`src/rtl/mode_scheduler.sv`:
```
// rtl/mode_scheduler.sv - staged TX/RX mode change scheduler with startup hold
module mode_scheduler #(
  parameter int RST_HOLD = 100,
  parameter int M_MAX    = 5,
  parameter int SS_MAX   = 9,
  parameter int BW_MAX   = 4
) (
  input  logic       clk,
  input  logic       rst,
  input  logic       cfg_valid,
  output logic       cfg_ready,
  input  logic [2:0] cfg_m,
  input  logic [3:0] cfg_ss,
  input  logic [2:0] cfg_bw,
  input  logic       sof_tx,
  input  logic       sof_rx,
  output logic [2:0] tx_m,
  output logic [3:0] tx_ss,
  output logic [2:0] tx_bw,
  output logic [2:0] rx_m,
  output logic [3:0] rx_ss,
  output logic [2:0] rx_bw,
  output logic       tx_applied,
  output logic       rx_applied,
  output logic       cfg_err,
  output logic       busy,
  output logic       run
);

  // Counter must hold RST_HOLD itself so it can saturate there
  localparam int CW = (RST_HOLD < 1) ? 1 : $clog2(RST_HOLD + 1);
  localparam logic [CW-1:0] HOLD_L   = CW'(RST_HOLD);
  localparam logic [2:0]    M_MAX_L  = 3'(M_MAX);
  localparam logic [3:0]    SS_MAX_L = 4'(SS_MAX);
  localparam logic [2:0]    BW_MAX_L = 3'(BW_MAX);

  typedef enum logic [1:0] {
    INIT    = 2'd0,
    IDLE    = 2'd1,
    WAIT_TX = 2'd2,
    WAIT_RX = 2'd3
  } state_t;

  state_t        state;
  state_t        state_nxt;
  logic [CW-1:0] cnt;
  logic          hold_done;
  logic          accept;
  logic          cfg_legal;
  logic          tx_load;
  logic          rx_load;
  logic [2:0]    pend_m;
  logic [3:0]    pend_ss;
  logic [2:0]    pend_bw;

  // A zero hold leaves INIT on the first edge after reset release
  assign hold_done = (RST_HOLD == 0) || (cnt >= HOLD_L - CW'(1));
  assign accept    = cfg_valid && cfg_ready;
  assign cfg_legal = (cfg_m != 3'd0) && (cfg_m <= M_MAX_L) &&
                     (cfg_ss != 4'd0) && (cfg_ss <= SS_MAX_L) &&
                     (cfg_bw <= BW_MAX_L);
  // TX always leads; RX may load with TX only when both frames start together
  assign tx_load   = (state == WAIT_TX) && sof_tx;
  assign rx_load   = ((state == WAIT_TX) && sof_tx && sof_rx) ||
                     ((state == WAIT_RX) && sof_rx);

  // State register
  always_ff @(posedge clk) begin
    if (rst) state <= INIT;
    else     state <= state_nxt;
  end

  // Next-state logic
  always_comb begin
    state_nxt = state;
    case (state)
      INIT:    if (hold_done) state_nxt = IDLE;
      IDLE:    if (accept && cfg_legal) state_nxt = WAIT_TX;
      WAIT_TX: begin
        if (sof_tx && sof_rx) state_nxt = IDLE;
        else if (sof_tx)      state_nxt = WAIT_RX;
      end
      WAIT_RX: if (sof_rx) state_nxt = IDLE;
      default: state_nxt = INIT;
    endcase
  end

  // State-decoded outputs
  always_comb begin
    cfg_ready = 1'b0;
    busy      = 1'b0;
    run       = 1'b1;
    case (state)
      INIT:    run       = 1'b0;
      IDLE:    cfg_ready = 1'b1;
      WAIT_TX: busy      = 1'b1;
      WAIT_RX: busy      = 1'b1;
      default: run       = 1'b0;
    endcase
  end

  // Startup hold counter, saturating at RST_HOLD
  always_ff @(posedge clk) begin
    if (rst)                                cnt <= '0;
    else if (state == INIT && cnt != HOLD_L) cnt <= cnt + CW'(1);
  end

  // Pending/active configuration registers and one-cycle event pulses
  always_ff @(posedge clk) begin
    if (rst) begin
      pend_m     <= 3'd0;
      pend_ss    <= 4'd0;
      pend_bw    <= 3'd0;
      tx_m       <= 3'd1;
      tx_ss      <= 4'd1;
      tx_bw      <= 3'd0;
      rx_m       <= 3'd1;
      rx_ss      <= 4'd1;
      rx_bw      <= 3'd0;
      tx_applied <= 1'b0;
      rx_applied <= 1'b0;
      cfg_err    <= 1'b0;
    end else begin
      tx_applied <= tx_load;
      rx_applied <= rx_load;
      cfg_err    <= accept && !cfg_legal;
      if (accept && cfg_legal) begin
        pend_m  <= cfg_m;
        pend_ss <= cfg_ss;
        pend_bw <= cfg_bw;
      end
      if (tx_load) begin
        tx_m  <= pend_m;
        tx_ss <= pend_ss;
        tx_bw <= pend_bw;
      end
      if (rx_load) begin
        rx_m  <= pend_m;
        rx_ss <= pend_ss;
        rx_bw <= pend_bw;
      end
    end
  end

endmodule

```
`config.mk`:
```
export PLATFORM = sky130hd
export DESIGN_NAME = mode_scheduler
export DESIGN_NICKNAME = d
export VERILOG_FILES = /design/src/rtl/mode_scheduler.sv
export SDC_FILE = /design/constraint.sdc
export NUM_CORES = 1
export LEC_CHECK = 0
export CAP_MARGIN = 20
export CORE_MARGIN = 2
export CORE_UTILIZATION = 51
export CTS_BUF_LIST = sky130_fd_sc_hd__clkbuf_2
export CTS_CLUSTER_SIZE = 25
export DETAILED_ROUTE_END_ITERATION = 16
export GPL_ROUTABILITY_DRIVEN = 0
export PLACE_DENSITY = 0.82
export SKIP_LAST_GASP = 1
export SLEW_MARGIN = 20
export SYNTH_ARGS = -nofsm -noshare
export SYNTH_HDL_FRONTEND = slang
export SYNTH_SLANG_ARGS = --single-unit
```
`constraint.sdc`:
```
create_clock -name clk -period 2.1 [get_ports clk]
set_input_delay 0.42 -clock clk [delete_from_list [all_inputs] [get_ports clk]]
set_output_delay 0.42 -clock clk [all_outputs]
set_load 0.05 [all_outputs]
```
Word level (Yosys, flattened, before mapping)
Index checks and enable logic that the tools add are counted.

cells by class
  reductions and logical operators = 19
  equal/unequal tests = 8
  multiplexer cells = 9
  $lt $le $gt $ge = 4
  $add $sub $neg = 1

operators with widths
  operator             count
  $logic_and 1x1->1    12
  $mux 2               5
  $pmux 2 s4           1
  $add 7x1->7 const B  1
  $ge 7x7->1 const B   1
  $ne 7x7->1 const B   1
  $le 3x3->1 const B   2
  $ne 2x2->1 const B   3
  $eq 2x2->1 const B   2
  $le 4x4->1 const B   1
  $reduce_and 4->1     1
  $reduce_bool 4->1    1
  $mux 1               3
  $ne 3x2->1 const B   1
  $reduce_bool 3->1    1
  $eq 2x1->1 const B   1
  $logic_not 2->1      1
  $reduce_or 2->1      1
  $logic_not 1->1      1
  $logic_or 1x1->1     1

word-level totals
  bits in registers = 42
  word-level logic and storage cells = 55
  output and inout port bits = 26
  input bits = 15

Depth between registers and ports, before layout
Gate-level depths: netlist (run 1).

  depth after elaboration = 8
  depth in mapped cells = 7
  mapped depth without buffers = 7

Worst setup path before layout (run 1)
No wires, ideal clock.

  path type = reg2reg
  from = register state[1]
  to = register pend_bw[0]
  clock period less this slack = 1879 ps
  path buffers = 0
  stages on the path, launching flop included = 7
  setup slack = 221 ps
  required time = 1972 ps
  setup time = 128 ps
  arrival = 1751 ps
  cell sequence = dfxtp_1 > inv_1 > ha_1 > nand4_2 > nor2_4 > mux2i_1 > nor2_1

on the way
  longest elaborated chain between the ends = 4

RTL lines
  element                 line  text
  from (decl)             44    state_t state;
  from (signal assigned)  70    else state <= state_nxt;
  $eq 2x1->1              93    case (state)
  $mux 1                  93
  named net cfg_ready     11    output logic cfg_ready,
  $logic_and 1x1->1       58    assign accept = cfg_valid && cfg_ready;
  $logic_and 1x1->1       127   if (accept && cfg_legal) begin
  to (signal assigned)    130   pend_bw <= cfg_bw;
  to (decl)               54    logic [2:0] pend_bw;

The timed path passes the listed nets, and every way through them passes these cells.
A chain may end at the register's enable or synchronous reset.

Final worst setup path (run 1)
  from = register state[0]
  to = output port busy

on the way
  longest elaborated chain between the ends = 3
  elaborated cells on any way between the ends = 4
  those cells by class = eq/ne: 2; mux: 1; reduce/logical: 1

RTL lines
  element                        line  text
  $eq 2x2->1                     93
  $reduce_or 2->1 (no line) (*)  n/a
  $mux 1 (*)                     93
  to (decl)                      26    output logic busy,

Mark *: on every way between the ends. The rest lies on a longest branch, timed or not.

==> metrics.txt, run 1 <==
status complete, no violations; critical-path cell list inv_1, ha_1, or2_2, buf_4; max_cap viols 0; mux cell area share after synthesis 0.0641; Vias/cell 5.09; Hold Path Stages 2; FF-to-FF path depth 5; yosys warns 0; initial antenna violation count 0; Pre-antenna DRT Iters 5; 1st-iter DRT viols 70; cell count along the critical path 4; fillers 258; Setup CP Type reg2out; worst-skew pair later-pin latency 380 ps; CTS H-tree lvls 2; DR WL/cell 12.5 um; Startpoint Class flip-flop; slew margin rel. 0.611; crit-path max FO 5; Register Area 845 um2; Adder-Cell Fraction of Synth Area 0.0510; Die Width 62.0 um; largest family of logic cells by synthesized area simple AND/OR/NAND/NOR gates; starting density of the core 0.523; largest net degree at the start of global routing 33; fraction of layout cells with a size suffix above 1 0.0871; Clk pin slew, worst setup/hold paths 200 ps; antenna-violating nets left 0; minimum clock period 2010 ps; Routed WL 3570 um; dpl hpwl 2600 um; worst slew pin tran 579 ps; Die ar. 3850 um2; P_leak 0.888 nW; row count 21; post-synth net total 218; PD cells 652 nW/um2; syn_area_per_cell 8.76 um2; die extent in y 62.0 um; Worst VDD drop 365 uV; Fin Setup TNS 0 ps; via count 1461; Max Freq 0.497 GHz; Seq/Total Area, Yosys 0.490; Cell Area, Synth 1720 um2; unrepaired setup endpoints after global routing yes; clk buf depth 2; Clock Skews 6.57 ps; Critical path buffers and inverters 2; HP Class reg2reg; Tcrit/Tclk final 0.957; Worst Path Arrival 1590 ps; Tot GR Track Use 0.208; antenna cells 0; clk sink count 42; Critical Path Max Stage Delay 410 ps; Worst EP required 1680 ps; setup violators final 0; register bit total from synthesis 42; PortBufs 40; CTS buffer count 5; root buffer cell clkbuf_2; Post-Synth XOR/XNOR Area 0.0204; fraction of the mapped netlist area in compound gates 0.109; DRC 0; Syn Inst Count 196; area delta synth->final 32.2%; CP endpoint kind output port; nets 262; Final Hold Viols 0; vias in the first global route 1329; Core ar. 3280 um2; Synth cell types 31; GRT overflow 0; area of the multi-input gates 823 um2; CTS tree done; post-layout util 0.691; CP max stage cell dfxtp_4; Simple-Gate Fraction of Synth Area 0.235; first-pass GRT wire length 5890 um; I/O Pins 41; Slew Viols, Final 0; CP top delay family flip-flops
logic make-up (layout without fill, tap and decap cells):
logic type / after synthesis / count (layout)
simple gates: 86 / 86
flops: 42 / 42
compound gates: 32 / 32
buf+inv: 14 / 59
mux: 11 / 11
fa+ha+maj: 7 / 7
xor+xnor: 4 / 4
cell type report:
type / count / share of cell area
flip-flops and latches: 42 / 0.372
multi-input cells: 140 / 0.363
clock inverters: 2 / 0.0165
clock buffers: 6 / 0.0132
repair buffers: 44 / 0.198
well taps: 46 / 0.0254
inverters: 7 / 0.0116
power breakdown:
group,switching (W),internal (W),leakage [nW]
combinational,0.0000975,0.0000840,0.508
clock,0.000255,0.000206,0.0392
sequential,0.0000197,0.000817,0.340
worst paths after layout:
| check | from | to | slack, ps |
|---|---|---|---|
| setup reg to reg | state[1] | state[0] | 360 |
| hold / removal | tx_m[2] | tx_m[2] | 470 |
| hold reg to reg | tx_m[2] | tx_m[2] | 470 |
| setup / recovery | state[0] | busy | 90 |
repair_timing:
item | CTS | global route
endpoints found under the hold margin | 0 | 0
setup buffers | 0 | 0
gates resized for setup | 1 | 2
hold buffers | 0 | 0
pin swaps | 0 | 0
setup endpoints to repair | 1 | 2
worst reg2reg max path: cells and delay by family, from the launching register on:
kind	cells	cell delay (ps)
compound gates	3	890
fa+ha+maj	1	270
buf+inv	1	100
flops	1	400
flip-flops by register name, summed over array words and instances (netlist names):
register    cells
rx_ss           4
cnt             7
cfg_err         1
tx_m            3
tx_ss           4
pend_bw         3
state           2
tx_applied      1
pend_ss         4
rx_bw           3
pend_m          3
rx_applied      1
tx_bw           3
rx_m            3
synth_stat cells:
library cell	number	area [um2]
nand3_1	1	5.00
nor2b_1	1	6.26
nand4_1	3	18.8
a311oi_1	1	8.76
xnor2_1	2	17.5
clkbuf_1	7	26.3
a211o_1	1	8.76
and4b_1	2	20.0
or3_1	2	12.5
inv_1	7	26.3
nor2_1	20	75.1
dfxtp_1	42	841
or2_2	1	6.26
o21ai_2	1	8.76
nor3_1	1	5.00
nand3b_1	5	37.5
nand4_2	1	12.5
nand2_1	45	169
o31ai_1	1	7.51
and2_1	1	6.26
a21oi_1	21	105
and3_1	1	6.26
xor2_1	2	17.5
o21ai_0	4	20.0
nor2_4	1	11.3
or4_4	1	11.3
mux2i_1	11	110
o311ai_1	1	8.76
o21ba_1	1	10.0
a222oi_1	1	10.0
ha_1	7	87.6
routing by layer:
metal | routed length, um | GRT usage | up-vias
met5 | 0 | 0 | -
met4 | 46 | 0.0547 | 0
met3 | 144 | 0.0580 | 4
met2 | 1850 | 0.354 | 32
met1 | 1540 | 0.258 | 677
li1 | - | - | 748
stage by stage:
stage               worst slack, ps  instance area, um2  cells  power, W  hold slack (ps)
detailed placement            -58.6                2200    279   0.00103              448
global placement              -21.2                2200    279   0.00103              443
floorplan                       221                1720    196  0.000960              444
CTS                            60.5                2260    287   0.00149              471
finish                         89.8                2270    287   0.00148              468
global route                  -10.9                2270    287   0.00155              494
placed cells by master (no fill, tap or decap), drive strengths merged, types with 2 or more instances in the layout:
cell	instances
nor2	21
o21ai	5
a21oi	21
dfxtp	42
ha	7
nand3b	5
clkbuf	6
nand2	45
xnor2	2
or3	2
nand4	4
mux2i	11
and4b	2
xor2	2
buf	7
clkdlybuf4s50	36
inv	7
(Power assumes the default switching activity.)
==> run 2, diff against run 1 <==
--- a/config.mk
+++ b/config.mk
@@ -12,6 +12,7 @@
 export CTS_CLUSTER_SIZE = 25
 export DETAILED_ROUTE_END_ITERATION = 16
 export GPL_ROUTABILITY_DRIVEN = 0
+export GPL_TIMING_DRIVEN = 0
 export PLACE_DENSITY = 0.82
 export SKIP_LAST_GASP = 1
 export SLEW_MARGIN = 20
==> run 2 against run 1 <==
Effect of this change:
- sequential share of layout area up 0.33 points
- power up 0.42%
- setup slack worse by 26 ps
- final area down 0.88%
- sequential power about the same
- wire length up 4.7%
- non-clock buffer count up 3
- core utilization down 0.61 points
- clock power up 2%
- worst hold slack worse by 4.9 ps
- critical path type unchanged
==> metrics.txt, run 2 (same netlist as run 1, synthesis figures left out) <==
Min-Delay Endpoint rx_bw[0]; fillers 278 (+7.8%); row count 21 (unchanged); FF-to-FF setup slack 180 ps (-180 ps); Internal 0.00110 W (-0.69%); met3 WL 147 um (+2.1%); max_cap viols 0 (unchanged); nets 265 (+1.1%); Clk network pwr share 0.318 (+0.006); initial antenna violation count 0 (unchanged); root buffer cell clkbuf_2; clk buf depth 2 (unchanged); worst hold start pend_bw[0]; CTS H-tree lvls 2 (unchanged); Register Area 845 um2 (unchanged); Slew Viols, Final 0 (unchanged); Max Freq 0.491 GHz (-1.3%); crit-path max FO 5 (unchanged); area delta synth->final 31.0%; HP Class reg2reg; Met1 Wirelength 1740 um (+13%); Worst EP required 1680 ps (about the same); Clock Skews 15.1 ps (+8.53 ps); unrepaired setup endpoints after global routing yes; Final Hold Viols 0 (unchanged); CP endpoint kind output port; Setup CP Type reg2out; Die Width 62.0 um (unchanged); vias in the first global route 1240 (-6.7%); max reg flops 7 (unchanged); CTS tree done; DRC 0 (unchanged); fraction of layout cells with a size suffix above 1 0.0697 (-0.0175); GRT overflow 0 (unchanged); largest net degree at the start of global routing 14 (-58%); most common cell after layout, fill and taps aside nand2_1; Vias/cell 5.06 (-0.63%); PD cells 661 nW/um2 (+1.3%); Final Non-Filler Cells 290 (+1.0%); antenna-violating nets left 0 (unchanged); hold buffers post-CTS 0 (unchanged); worst reg2reg startpoint state[0]; worst slew pin tran 722 ps (+143 ps); 1st-iter DRT viols 65 (-7.1%); slew margin rel. 0.517 (-0.0938); CTS buffer count 5 (unchanged); minimum clock period 2040 ps (+25.6 ps); clk sink count 42 (unchanged); sequential power share 0.563 (-0.003); Tot GR Track Use 0.205 (-0.00335); switching power 0.000386 W (+3.7%); worst-skew pair later-pin latency 410 ps (+30 ps); Hold Path Stages 2 (unchanged); Largest Register cnt; Routed WL 3740 um (+4.7%); area of the multi-input gates 823 um2 (unchanged); top sig layer met4; I/O Pins 41 (unchanged); dpl hpwl 2670 um (+2.5%); Placed Cells incl. Taps 282 (+1.1%); DR WL/cell 12.9 um (+3.6%); Worst Path Arrival 1620 ps (+30 ps); first-pass GRT wire length 5640 um (-4.1%); status complete, no violations; Tcrit/Tclk final 0.969 (+0.0122); Comb pwr share 0.119 (-0.004); highest-count cells in the layout ignoring fill and taps 45 x nand2_1, 41 x dfxtp_1, 35 x clkdlybuf4s50_1; Clk pin slew, worst setup/hold paths 220 ps (+20 ps); starting density of the core 0.523 (unchanged); PortBufs 40 (unchanged); FF-to-FF path depth 7 (+2); Die ar. 3850 um2 (unchanged); RR Endpoint rx_ss[2]; antenna cells 0 (unchanged); met2 WL post-DR 1810 um (-2.2%); Core ar. 3280 um2 (unchanged); via count 1467 (+0.41%); worst hold slack 463 ps (-4.85 ps); Startpoint Class flip-flop; P_leak 0.885 nW (-0.32%); die extent in y 62.0 um (unchanged); Worst VDD drop 386 uV (+5.9%); setup violators final 0 (unchanged); Pre-antenna DRT Iters 4 (-1); Sw Share 0.260 (+0.00823)
[run 2: cell count changes in the layout (fill, tap and decap cells not counted), sizes merged]
cell / delta
buf: -6
clkdlybuf4s50: -1
dlymetal6s2s: +1
clkbuf: +7
clkdlybuf4s18: +1
clkdlybuf4s15: +1
[run 2: what timing repair did]
item                       CTS  global route
setup buffers                0             0
gates resized for setup     12             6
setup endpoints to repair    3             4
[run 2: worst max-delay path by stage]
stage               from    endpoint  slack [ps]  depth (start not counted)
5_1_grt         state[0]        busy         -10                          4
6_report        state[0]        busy          60                          4
3_3_place_gp   cfg_ss[0]    state[1]         -40                          6
3_5_place_dp    state[0]        busy         -50                          4
2_1_floorplan   state[1]  pend_bw[0]         220                          6
4_1_cts         state[0]        busy          40                          4
[run 2: worst max-delay path: stages (launching register included)]
cell and delay [ps]:
dfxtp_4 420, inv_1 60, ha_1 250, or2_2 300, buf_4 190
[run 2: metal layers]
metal  up-vias  GRT usage
met4         0     0.0790
met1       675      0.266
li1        754          -
met3         7     0.0435
met2        31      0.332
met5         -          0
[run 2: layout make-up]
class                           count  share of cell area
Tap cell                           46              0.0256
Sequential cell                    42               0.375
Timing Repair Buffer               40               0.180
Clock inverter                      2              0.0167
Inverter                            7              0.0117
Clock buffer                        6              0.0133
Multi-Input combinational cell    140               0.366
Buffer                              7              0.0117
[run 2: power groups by stage]
stage	registers, W	clock network [W]	logic, W
6_report	0.000837	0.000473	0.000176
5_1_grt	0.000841	0.000515	0.000194
4_1_cts	0.000837	0.000474	0.000176
3_5_place_dp	0.000852	0	0.000177
3_3_place_gp	0.000851	0	0.000173
2_1_floorplan	0.000850	0	0.000110
[run 2: stage by stage]
stage          area [um2]  setup slack, ps  TNS [ps]   util  total power [W]
2_1_floorplan        1720              221         0      -         0.000960
3_3_place_gp         2170            -42.1      -225  0.662          0.00102
3_5_place_dp         2170            -51.6      -403  0.662          0.00103
4_1_cts              2240             35.7         0  0.682          0.00149
5_1_grt              2250            -12.8     -12.8  0.685          0.00155
6_report             2250             64.2         0  0.685          0.00149
